==> src/rtl/sifre_cozme.sv <==
// Serial-to-parallel decryption: collects a BIT-bit word LSB-first and undoes the rotate + XOR/XNOR transform.
// Latency: plaintext and cikis_gecerli visible one cycle after the last valid bit.
// Backpressure: one-word output register; a completed frame arriving while it is occupied is dropped and flagged on tasma.
module sifre_cozme #(
  parameter int BIT = 4
) (
  input  logic           saat,
  input  logic           reset,
  input  logic           bit_girisi,
  input  logic           gecerli_giris,
  input  logic           mod,
  input  logic [2:0]     secim,
  input  logic           cikis_hazir,
  output logic [BIT-1:0] veri_cikisi,
  output logic           cikis_gecerli,
  output logic           hata,
  output logic           tasma
);

  localparam int CW = $clog2(BIT);

  // Same key table as the encryptor; only the low BIT bits of an entry are used.
  localparam logic [63:0] ANAHTAR [8] = '{
    64'hBABA1453DEDE1071,
    64'hACAB0909BACA0707,
    64'hADAB0606DADA0505,
    64'hAAAA0000FFFF5555,
    64'hCAAA0101CAAA0101,
    64'hAACA0606AACA0606,
    64'hCAAA1717CAAA1717,
    64'hAAAA0000FFFF5555
  };

  typedef enum logic {BOS, ALIM} state_t;

  state_t         state, state_next;
  logic [CW-1:0]  sayac;
  logic [BIT-1:0] alinan;
  logic           mod_l;
  logic [2:0]     secim_l;
  logic           tamam;
  logic [BIT-1:0] kelime;
  logic [BIT-1:0] anahtar;
  logic [BIT-1:0] duz;

  // State register.
  always_ff @(posedge saat) begin
    if (reset) state <= BOS;
    else       state <= state_next;
  end

  // Next state; tamam marks the edge on which the last bit of a frame is taken.
  always_comb begin
    state_next = state;
    tamam      = 1'b0;
    case (state)
      BOS: begin
        if (gecerli_giris) state_next = ALIM;
      end
      ALIM: begin
        if (!gecerli_giris) begin
          state_next = BOS;
        end else if (sayac == CW'(BIT - 1)) begin
          tamam      = 1'b1;
          state_next = BOS;
        end
      end
      default: state_next = BOS;
    endcase
  end

  // Bit collection plus per-frame capture of mode and key index from the first bit.
  always_ff @(posedge saat) begin
    if (reset) begin
      sayac   <= '0;
      alinan  <= '0;
      mod_l   <= 1'b0;
      secim_l <= 3'd0;
    end else begin
      case (state)
        BOS: begin
          if (gecerli_giris) begin
            alinan[0] <= bit_girisi;
            mod_l     <= mod;
            secim_l   <= secim;
            sayac     <= CW'(1);
          end
        end
        ALIM: begin
          if (gecerli_giris && !tamam) begin
            alinan[sayac] <= bit_girisi;
            sayac         <= sayac + 1'b1;
          end else begin
            sayac <= '0;
          end
        end
        default: sayac <= '0;
      endcase
    end
  end

  // Inverse transform; the current bit completes the word so decode sees it combinationally.
  always_comb begin
    kelime  = {bit_girisi, alinan[BIT-2:0]};
    anahtar = ANAHTAR[secim_l][BIT-1:0];
    if (mod_l) duz = {kelime[1:0], kelime[BIT-1:2]} ^ anahtar;
    else       duz = ~({kelime[BIT-3:0], kelime[BIT-1:BIT-2]} ^ anahtar);
  end

  // Output register with drop-on-occupied, plus the one-cycle gap and overrun pulses.
  always_ff @(posedge saat) begin
    if (reset) begin
      veri_cikisi   <= '0;
      cikis_gecerli <= 1'b0;
      hata          <= 1'b0;
      tasma         <= 1'b0;
    end else begin
      hata  <= (state == ALIM) && !gecerli_giris;
      tasma <= tamam && cikis_gecerli && !cikis_hazir;
      if (tamam && (!cikis_gecerli || cikis_hazir)) begin
        veri_cikisi   <= duz;
        cikis_gecerli <= 1'b1;
      end else if (cikis_hazir) begin
        cikis_gecerli <= 1'b0;
      end
    end
  end

endmodule

==> config.mk <==
export PLATFORM = sky130hd
export DESIGN_NAME = sifre_cozme
export DESIGN_NICKNAME = d
export VERILOG_FILES = /design/src/rtl/sifre_cozme.sv
export SDC_FILE = /design/constraint.sdc
export NUM_CORES = 1
export LEC_CHECK = 0
export CAP_MARGIN = 20
export CORE_MARGIN = 2
export CORE_UTILIZATION = 52
export CTS_CLUSTER_SIZE = 30
export DETAILED_ROUTE_END_ITERATION = 8
export PLACE_DENSITY = 0.9
export SKIP_CTS_REPAIR_TIMING = 1
export SYNTH_ARGS = -nofsm -noshare
export SYNTH_HDL_FRONTEND = slang
export SYNTH_SLANG_ARGS = --single-unit
==> constraint.sdc <==
create_clock -name saat -period 3.05 [get_ports saat]
set_input_delay 0.61 -clock saat [delete_from_list [all_inputs] [get_ports saat]]
set_output_delay 0.61 -clock saat [all_outputs]
set_load 0.01 [all_outputs]
Yosys cells after proc, flatten, opt, wreduce, memory -nomap -nowiden

Memory sizes are Yosys's and may differ from the RTL's.
Index checks and enable logic that the tools add are counted.

Register bits: 18
Memory bits (read-only): 512
Output and inout bits: 7
Logic and storage cells: 58
Memories kept: 1

$add $sub $neg: 1
Magnitude comparators: 3
Equal/unequal tests: 3
Muxes and demuxes: 21
Bitwise gates (word level): 4
Reductions and logical operators: 15

Memory list:

| name             | words | width | rd ports | clocked after Yosys merged registers in | wr ports | RTL line | source |
|---|---|---|---|---|---|---|---|
| (name not given) | 8     | 64    | 1        | 0                                       | 0        | 105      | `anahtar = ANAHTAR[secim_l][BIT-1:0];` |

Operators with widths:

| operator              | count |
|---|---|
| $mux W4               | 3 |
| $mux W1               | 11 |
| $logic_and A1 B1 Y1   | 6 |
| $reduce_and A2 Y1     | 3 |
| $bwmux W4             | 1 |
| $ge A4 B4 Y1 const B  | 1 |
| $logic_not A1 Y1      | 4 |
| $mux W2               | 2 |
| $not A3 Y4            | 1 |
| $not A4 Y4            | 1 |
| $pmux W1 S2           | 2 |
| $pmux W2 S2           | 1 |
| $xor A4 B4 Y4         | 1 |
| $lt A2 B3 Y1 const B  | 1 |
| $add A2 B1 Y2 const B | 1 |
| $demux W1 S2          | 1 |
| $eq A2 B2 Y1 const B  | 1 |
| $ge A2 B1 Y1 const B  | 1 |
| $ne A2 B1 Y1 const B  | 1 |
| $ne A2 B2 Y1 const B  | 1 |
| $reduce_bool A2 Y1    | 1 |
| $logic_or A1 B1 Y1    | 1 |
| $not A1 Y1            | 1 |

Longest topological paths before layout

Depth in word-level cells: 8
Depth in mapped cells: 6
Gate-level depth less buffers: 6

Worst setup path before layout

No wires, ideal clock.

Kind: input -> register
From: input cikis_hazir
To: register veri_cikisi[0]
Arrival: 1,195 ps
Data required time: 2,922 ps
Slack: 1,727 ps
Stages on the path: 5
Path through: nand2b_1 > nor2b_1 > buf_4 > mux2i_1 > nor2_1

Longest elaborated chain between the ends: 2

RTL lines:

| element              | RTL line | source |
|---|---|---|
| start, declared      | 13       | `input logic cikis_hazir,` |
| $logic_or A1 B1 Y1   | 120      | `if (tamam && (!cikis_gecerli \|\| cikis_hazir)) begin` |
| $logic_and A1 B1 Y1  | 120      |  |
| end signal, assigned | 121      | `veri_cikisi <= duz;` |
| end, declared        | 14       | `output logic [BIT-1:0] veri_cikisi,` |

Every way passes these cells.
A chain may end at the register's enable or synchronous reset.

Worst setup path after layout

From: register veri_cikisi[1]
To: output veri_cikisi[1]

No word-level cell between the ends.

==> impl_metrics.env <==
export IMPL_p_leak_nw=0.368
export IMPL_grt_pass1_wl_um=2220
export IMPL_start_kind="flop"
export IMPL_globalplace_congestion=0.848
export IMPL_holdPathEnd="alinan[1]"
export IMPL_firstDrtPassIters=4
export IMPL_synth_area_top_cells="dfxtp_1, mux2i_1, ha_1"
export IMPL_drive_above_1_share_pct=7.00
export IMPL_synth_area_sq_um=805
export IMPL_std_cell_rows=14
export IMPL_cts_tree="yes"
export IMPL_h_tree_depth=1
export IMPL_cts_buffers=3
export IMPL_grt_max_degree=18
export IMPL_critPathArrivalTime_ns=1.19
export IMPL_max_clock_freq_mhz=557
export IMPL_ys_ff_latch=17
export IMPL_finalSetupViolCount=0
export IMPL_most_common_layout_cells="dfxtp_1, clkdlybuf4s50_1, nor2_1, mux2i_1"
export IMPL_pin_count=16
export IMPL_track_usage_pct=16.6
export IMPL_cap_viol_max_count=0
export IMPL_layout_nets=116
export IMPL_rr_startpoint="sayac[0]"
export IMPL_status="finished clean"
export IMPL_layout_commonest_cell="dfxtp_1"
export IMPL_io_buffers=15
export IMPL_hold_start="alinan[1]"
export IMPL_route_detailed_drc=0
export IMPL_worst_pin_slew_ns=0.599
export IMPL_peakVddDrop_uv=289
export IMPL_hpwl_um=1000
export IMPL_crit_path_top_delay_cell="clkdlybuf4s50_1"
export IMPL_route_vias_total=612
export IMPL_cts_root_buf="clkbuf_4"
export IMPL_path_depth=1
export IMPL_synth_avg_cell_area_sq_um=9.35
export IMPL_die_width_um=43.3
export IMPL_clkTransAtPathRegs_ns=0.10
export IMPL_critPathBufInv=1
export IMPL_worstPathCellList="clkdlybuf4s50_1"
export IMPL_die_area_sq_um=1880
export IMPL_synth_top_area_share_pct=42.3
export IMPL_path_class="flop to primary output"
export IMPL_slew_headroom_pct=60.0
export IMPL_antenna_cells=0
export IMPL_rsz0062_at_grt="false"
export IMPL_fin_crit_ns=1.80
export IMPL_endpoint_kind="primary output"
export IMPL_antenna_found_initial=0
export IMPL_power_density_nw_per_um2=424
export IMPL_syn2layout_area_growth_pct=20.7
export IMPL_maxSlewViolCount=0
export IMPL_fillers=114
export IMPL_synth_net_count=101
export IMPL_slowest_delay_ns=0.54
export IMPL_ant_nets=0
export IMPL_synth_cell_types=24
export IMPL_wire_per_inst_um=12.1
export IMPL_start_util_pct=54.7
export IMPL_ys_seq_area_share_pct=42.3
export IMPL_drtIter0Drc=8
export IMPL_routed_wl_um=1410
export IMPL_yosys_area_top_type="dfxtp_1"
export IMPL_design_core_area_sq_um=1470
export IMPL_tns_ns=0
export IMPL_fin_skew_ns=0.00189
export IMPL_reg2reg_slack_ns=1.49
export IMPL_first_global_vias=538
export IMPL_worstSkewPairLatency_ns=0.30
export IMPL_cp_top_family="buffers and inverters"
export IMPL_grt_overflow_total=0
export IMPL_viasPerCell=5.28
export IMPL_r2r_cells=5
export IMPL_required_ns=2.44
export IMPL_total_power_w=0.000412
export IMPL_cp_max_fo=2
export IMPL_holdPathStages=2
export IMPL_clockBufferDepth=2
export IMPL_syn_instance_count=86
export IMPL_fin_crit_sh_pct=58.9
export IMPL_hp_class="flop to flop"
export IMPL_worstReg2RegEnd="veri_cikisi[2]"
export IMPL_dieHeight_um=43.3
export IMPL_yosysWarnings=0
export IMPL_cts_sinks=17
export IMPL_report_final_hold_viol_count=0
-- logic make-up (layout without fill, tap and decap cells) --
family                     Yosys count  count (layout)  share of synthesized area, %
DFF                                 17              17                          42.3
muxes                                8               8                          9.95
and+or+nand+nor                     28              28                          17.1
buffers and inverters               10              24                          6.22
adders and majority gates            6               6                          9.33
xor gates and xnor gates             7               7                          7.62
AOI/OAI and AO/OA                   10              10                          7.47
-- power breakdown --
| part | switching, W | total, W | internal, W |
|---|---|---|---|
| Combinational | 0.0000237 | 0.0000519 | 0.0000281 |
| Clock | 0.0000758 | 0.000125 | 0.0000490 |
| Sequential | 0.00000656 | 0.000235 | 0.000228 |
| Total | 0.000106 | 0.000412 | 0.000306 |
-- registers in the layout (all words and copies together), names as in the netlist --
signal,count
alinan,3
cikis_gecerli,1
hata,1
mod_l,1
sayac,2
secim_l,3
state,1
tasma,1
veri_cikisi,4
-- routing by layer --
layer / vias up / track usage [%] / share of wire [%]
met5: - / 0 / 0
li1: 309 / - / -
met2: 16 / 26.3 / 48
met1: 278 / 17.8 / 43
met3: 9 / 3.75 / 3.1
met4: 0 / 16.4 / 5.4
-- synthesized netlist by cell type --
cell      count
ha_1          6
xnor2_1       6
inv_1         5
clkbuf_1      2
nand2b_1      2
and3b_2       1
nand3_2       1
buf_4         1
a22oi_1       1
dfxtp_1      17
and2b_2       1
a211oi_1      2
nor2b_1       1
a21oi_1       6
buf_2         1
nand3_1       2
xor2_1        1
o21a_1        1
nor2_1       13
buf_6         1
nor3b_1       1
mux2i_1       8
nand2_1       5
nor3_1        1
-- final cells by class --
class | count | area [sq um] | area share (%)
Sequential cell | 17 | 340 | 35.1
Clock inverter | 1 | 5.00 | 0.515
Tap cell | 16 | 20.0 | 2.06
Timing Repair Buffer | 15 | 150 | 15.5
Inverter | 5 | 18.8 | 1.93
Clock buffer | 3 | 22.5 | 2.32
Multi-Input combinational cell | 59 | 414 | 42.7
-- how the worst max path moves through the flow --
stage	start	to	slack, ns
final	veri_cikisi[1]	veri_cikisi[1]	1.25
after global routing	gecerli_giris	veri_cikisi[1]	1.14
after CTS	veri_cikisi[1]	veri_cikisi[1]	1.24
after detailed placement	gecerli_giris	veri_cikisi[0]	0.93
after global placement	gecerli_giris	veri_cikisi[2]	0.99
after floorplan	cikis_hazir	veri_cikisi[0]	1.73
-- stage by stage --
step	worst slack, ns	instance area [sq um]	util [%]	hold WS (ns)	instances
finish	1.25	971	66.0	0.473	116
floorplan	1.73	805	-	0.448	86
global placement	0.993	943	64.1	0.456	112
CTS	1.24	971	66.0	0.476	116
detailed placement	0.929	943	64.1	0.461	112
global route	1.14	971	66.0	0.490	116
Note: power is estimated with default switching activity, not from simulation.
==> edit: new RTL, same flow settings <==
Register the output `cikis_gecerli` once more, cleared by the reset; this adds one clock of latency there. The other outputs are not delayed to match. Comments in the files are not updated.
--- a/src/rtl/sifre_cozme.sv
+++ b/src/rtl/sifre_cozme.sv
@@ -34,2 +34,4 @@
   typedef enum logic {BOS, ALIM} state_t;
+
+  logic cikis_gecerli_s0;
 
@@ -113,3 +115,3 @@
       veri_cikisi   <= '0;
-      cikis_gecerli <= 1'b0;
+      cikis_gecerli_s0 <= 1'b0;
       hata          <= 1'b0;
@@ -118,9 +120,17 @@
       hata  <= (state == ALIM) && !gecerli_giris;
-      tasma <= tamam && cikis_gecerli && !cikis_hazir;
-      if (tamam && (!cikis_gecerli || cikis_hazir)) begin
+      tasma <= tamam && cikis_gecerli_s0 && !cikis_hazir;
+      if (tamam && (!cikis_gecerli_s0 || cikis_hazir)) begin
         veri_cikisi   <= duz;
-        cikis_gecerli <= 1'b1;
+        cikis_gecerli_s0 <= 1'b1;
       end else if (cikis_hazir) begin
-        cikis_gecerli <= 1'b0;
+        cikis_gecerli_s0 <= 1'b0;
       end
+    end
+  end
+
+  always_ff @(posedge saat) begin
+    if (reset) begin
+      cikis_gecerli <= '0;
+    end else begin
+      cikis_gecerli <= cikis_gecerli_s0;
     end
Behaviour: not the same (a bounded check fails within 10 cycles, from zero or initial values and one cycle with reset high).
==> edit against the original RTL <==
Sequential cell count grew 1. Setup slack got worse by 0.013 ns. Synthesized area increased by 3.6%. Design area rose by 3.9%. Count of clock-buffer cells in the layout rose by 1. Power up 8.1%. Wire length is 1.9% lower. Combinational power decreased by 2%. Clock power is 17% higher. Critical path depth up 4. Global-route usage grew 0.78 points. Critical path type is now input pin to register. Critical endpoint is now veri_cikisi[1].
==> edit: results (changes against the original RTL) <==
Placed design
  – Dpl hpwl: 1050 um (was 1000 um)
  – Pre-CTS setup slack: 0.924 ns (was 0.929 ns)
  – Final GP Congestion: 0.800 (was 0.848)
  – Placed Cells: 114 (was 112)
  – Placed Area: 972 um2 (was 943 um2)
  – Port Buf Inserts: 15 (unchanged)

Yosys
  – Syn_nets: 103 (was 101)
  – Mux contribution to synthesized area: 0.0961 (was 0.0995)
  – Area share of xor/xnor cells in the synthesized design: 0.0736 (was 0.0762)
  – Largest cells by area after synthesis: dfxtp_1 (43%), mux2i_1 (9.6%), ha_1 (9.0%) (was dfxtp_1 (42%), mux2i_1 (10%), ha_1 (9.3%))
  – Adder-cell share of the synthesized area: 0.0901 (was 0.0933)
  – Synth unique cells: 23 (was 24)
  – Post-synth top flop: dfxtp_1 (unchanged)
  – Post-synth ARST share: 0 (unchanged)
  – Post-synthesis compound-gate area fraction: 0.0721 (was 0.0747)
  – Post-synthesis sequential area ratio: 0.432 (was 0.423)
  – Syn Area/Cell: 9.47 um2 (was 9.35 um2)
  – Synth cell count leaders: dfxtp_1 (18), nor2_1 (13), mux2i_1 (8) (was dfxtp_1 (17), nor2_1 (13), mux2i_1 (8))

Global routing
  – Largest net degree at the start of global routing: 18 (unchanged)
  – Vias in the first global route: 608 (was 538)
  – Initial antenna violation count: 0 (unchanged)
  – First-pass GRT wire length: 2500 um (was 2220 um)
  – GRT Total Usage: 0.174 (was 0.166)

Hold path
  – Hold depth: 1 (was 2)
  – Worst hold start: cikis_gecerli_s0 (was alinan[1])
  – Hold endpoint: cikis_gecerli (was alinan[1])
  – Worst min-delay path class: register to register (unchanged)

Critical path
  – CP startpoint: gecerli_giris (was veri_cikisi[1])
  – Reg2reg start: sayac[0] (unchanged)
  – Crit path DAT: 1.97 ns (was 1.19 ns)
  – Worst-path maximum fanout: 6 (was 2)
  – R2r worst-path depth: 5 (unchanged)
  – CP Class: input pin to register (was register to primary output)
  – RR Endpoint: veri_cikisi[1] (was veri_cikisi[2])
  – Worst R2R Setup Slack: 1.48 ns

Clock tree
  – H-tree depth: 1 (unchanged)
  – Root buf cell: clkbuf_4 (unchanged)
  – TritonCTS buffer count: 3 (unchanged)
  – Clock Latency Late Sink: 0.29 ns

Pwr
  – Leak: 0.382 nW (was 0.368 nW)
  – Peak VDD IR: 0.000241 V (was 0.000289 V)

Final layout
  – Fraction of layout cells with a size suffix above 1: 0.0686 (was 0.0700)
  – Nets: 118 (was 116)
  – Top flop regs: veri_cikisi x4, alinan x3, secim_l x3 (unchanged)
  – # diodes: 0 (unchanged)

Route
  – Vias per inst: 5.22 (was 5.28)
  – DR WL/cell: 11.7 um (was 12.1 um)
  – Initial DRC count: 13 (was 8)
  – Routed via count: 616 (was 612)

STA
  – Worst-Margin Slew: 0.598 ns (was 0.599 ns)
  – Clock skew: 0.00542 ns (was 0.00189 ns)
  – Final period util: 0.593 (was 0.589)

Outcome
  – Outcome: finished, final reports clean (unchanged)
-- edit: changes by cell type after synthesis --
| cell | change |
|---|---|
| dfxtp_1 | +1 |
| nor2b_1 | +1 |
| nor3_1 | -1 |
| nor3b_1 | +1 |
-- edit: per-stage QoR --
stage / power, mW / hold WS, ns
6_report: 0.445 / 0.488
4_1_cts: 0.449 / 0.488
5_1_grt: 0.469 / 0.504
3_5_place_dp: 0.305 / 0.474
2_1_floorplan: 0.288 / 0.448
3_3_place_gp: 0.303 / 0.458
-- edit: routing by layer --
layer / vias up / GRT usage / wire length (um)
li1: 312 / - / -
met1: 286 / 0.211 / 583
met4: 0 / 0.0909 / 33
met5: - / 0 / 0
met3: 4 / 0.0367 / 47
met2: 14 / 0.288 / 713
-- edit: cell type report --
cell class | instances | area [um2]
repair buffers | 15 | 150
fillers | 126 | 498
inverters | 5 | 18.8
flip-flops and latches | 18 | 360
multi-input cells | 60 | 423
clock buffers | 4 | 36.3
well taps | 16 | 20.0
-- edit: critical path, cell delays in order --
cell and delay [ns]:
clkdlybuf4s50_1 0.57, nand3_2 0.12, nor2b_1 0.38, mux2i_1 0.23, nor2_1 0.05
-- edit: kinds of logic (layout without fill, tap and decap cells) --
logic type      Yosys count  count (layout)
flops                    18              18
xor+xnor                  7               7
simple gates             29              29
buf+inv                  10              24
mux                       8               8
compound gates           10              10
fa+ha+maj                 6               6
-- edit: report_power, final --
| part | internal (mW) | leakage (nW) | switching (mW) |
|---|---|---|---|
| Clock | 0.0728 | 0.0210 | 0.0730 |
| Combinational | 0.0281 | 0.215 | 0.0230 |
| Sequential | 0.242 | 0.147 | 0.00646 |
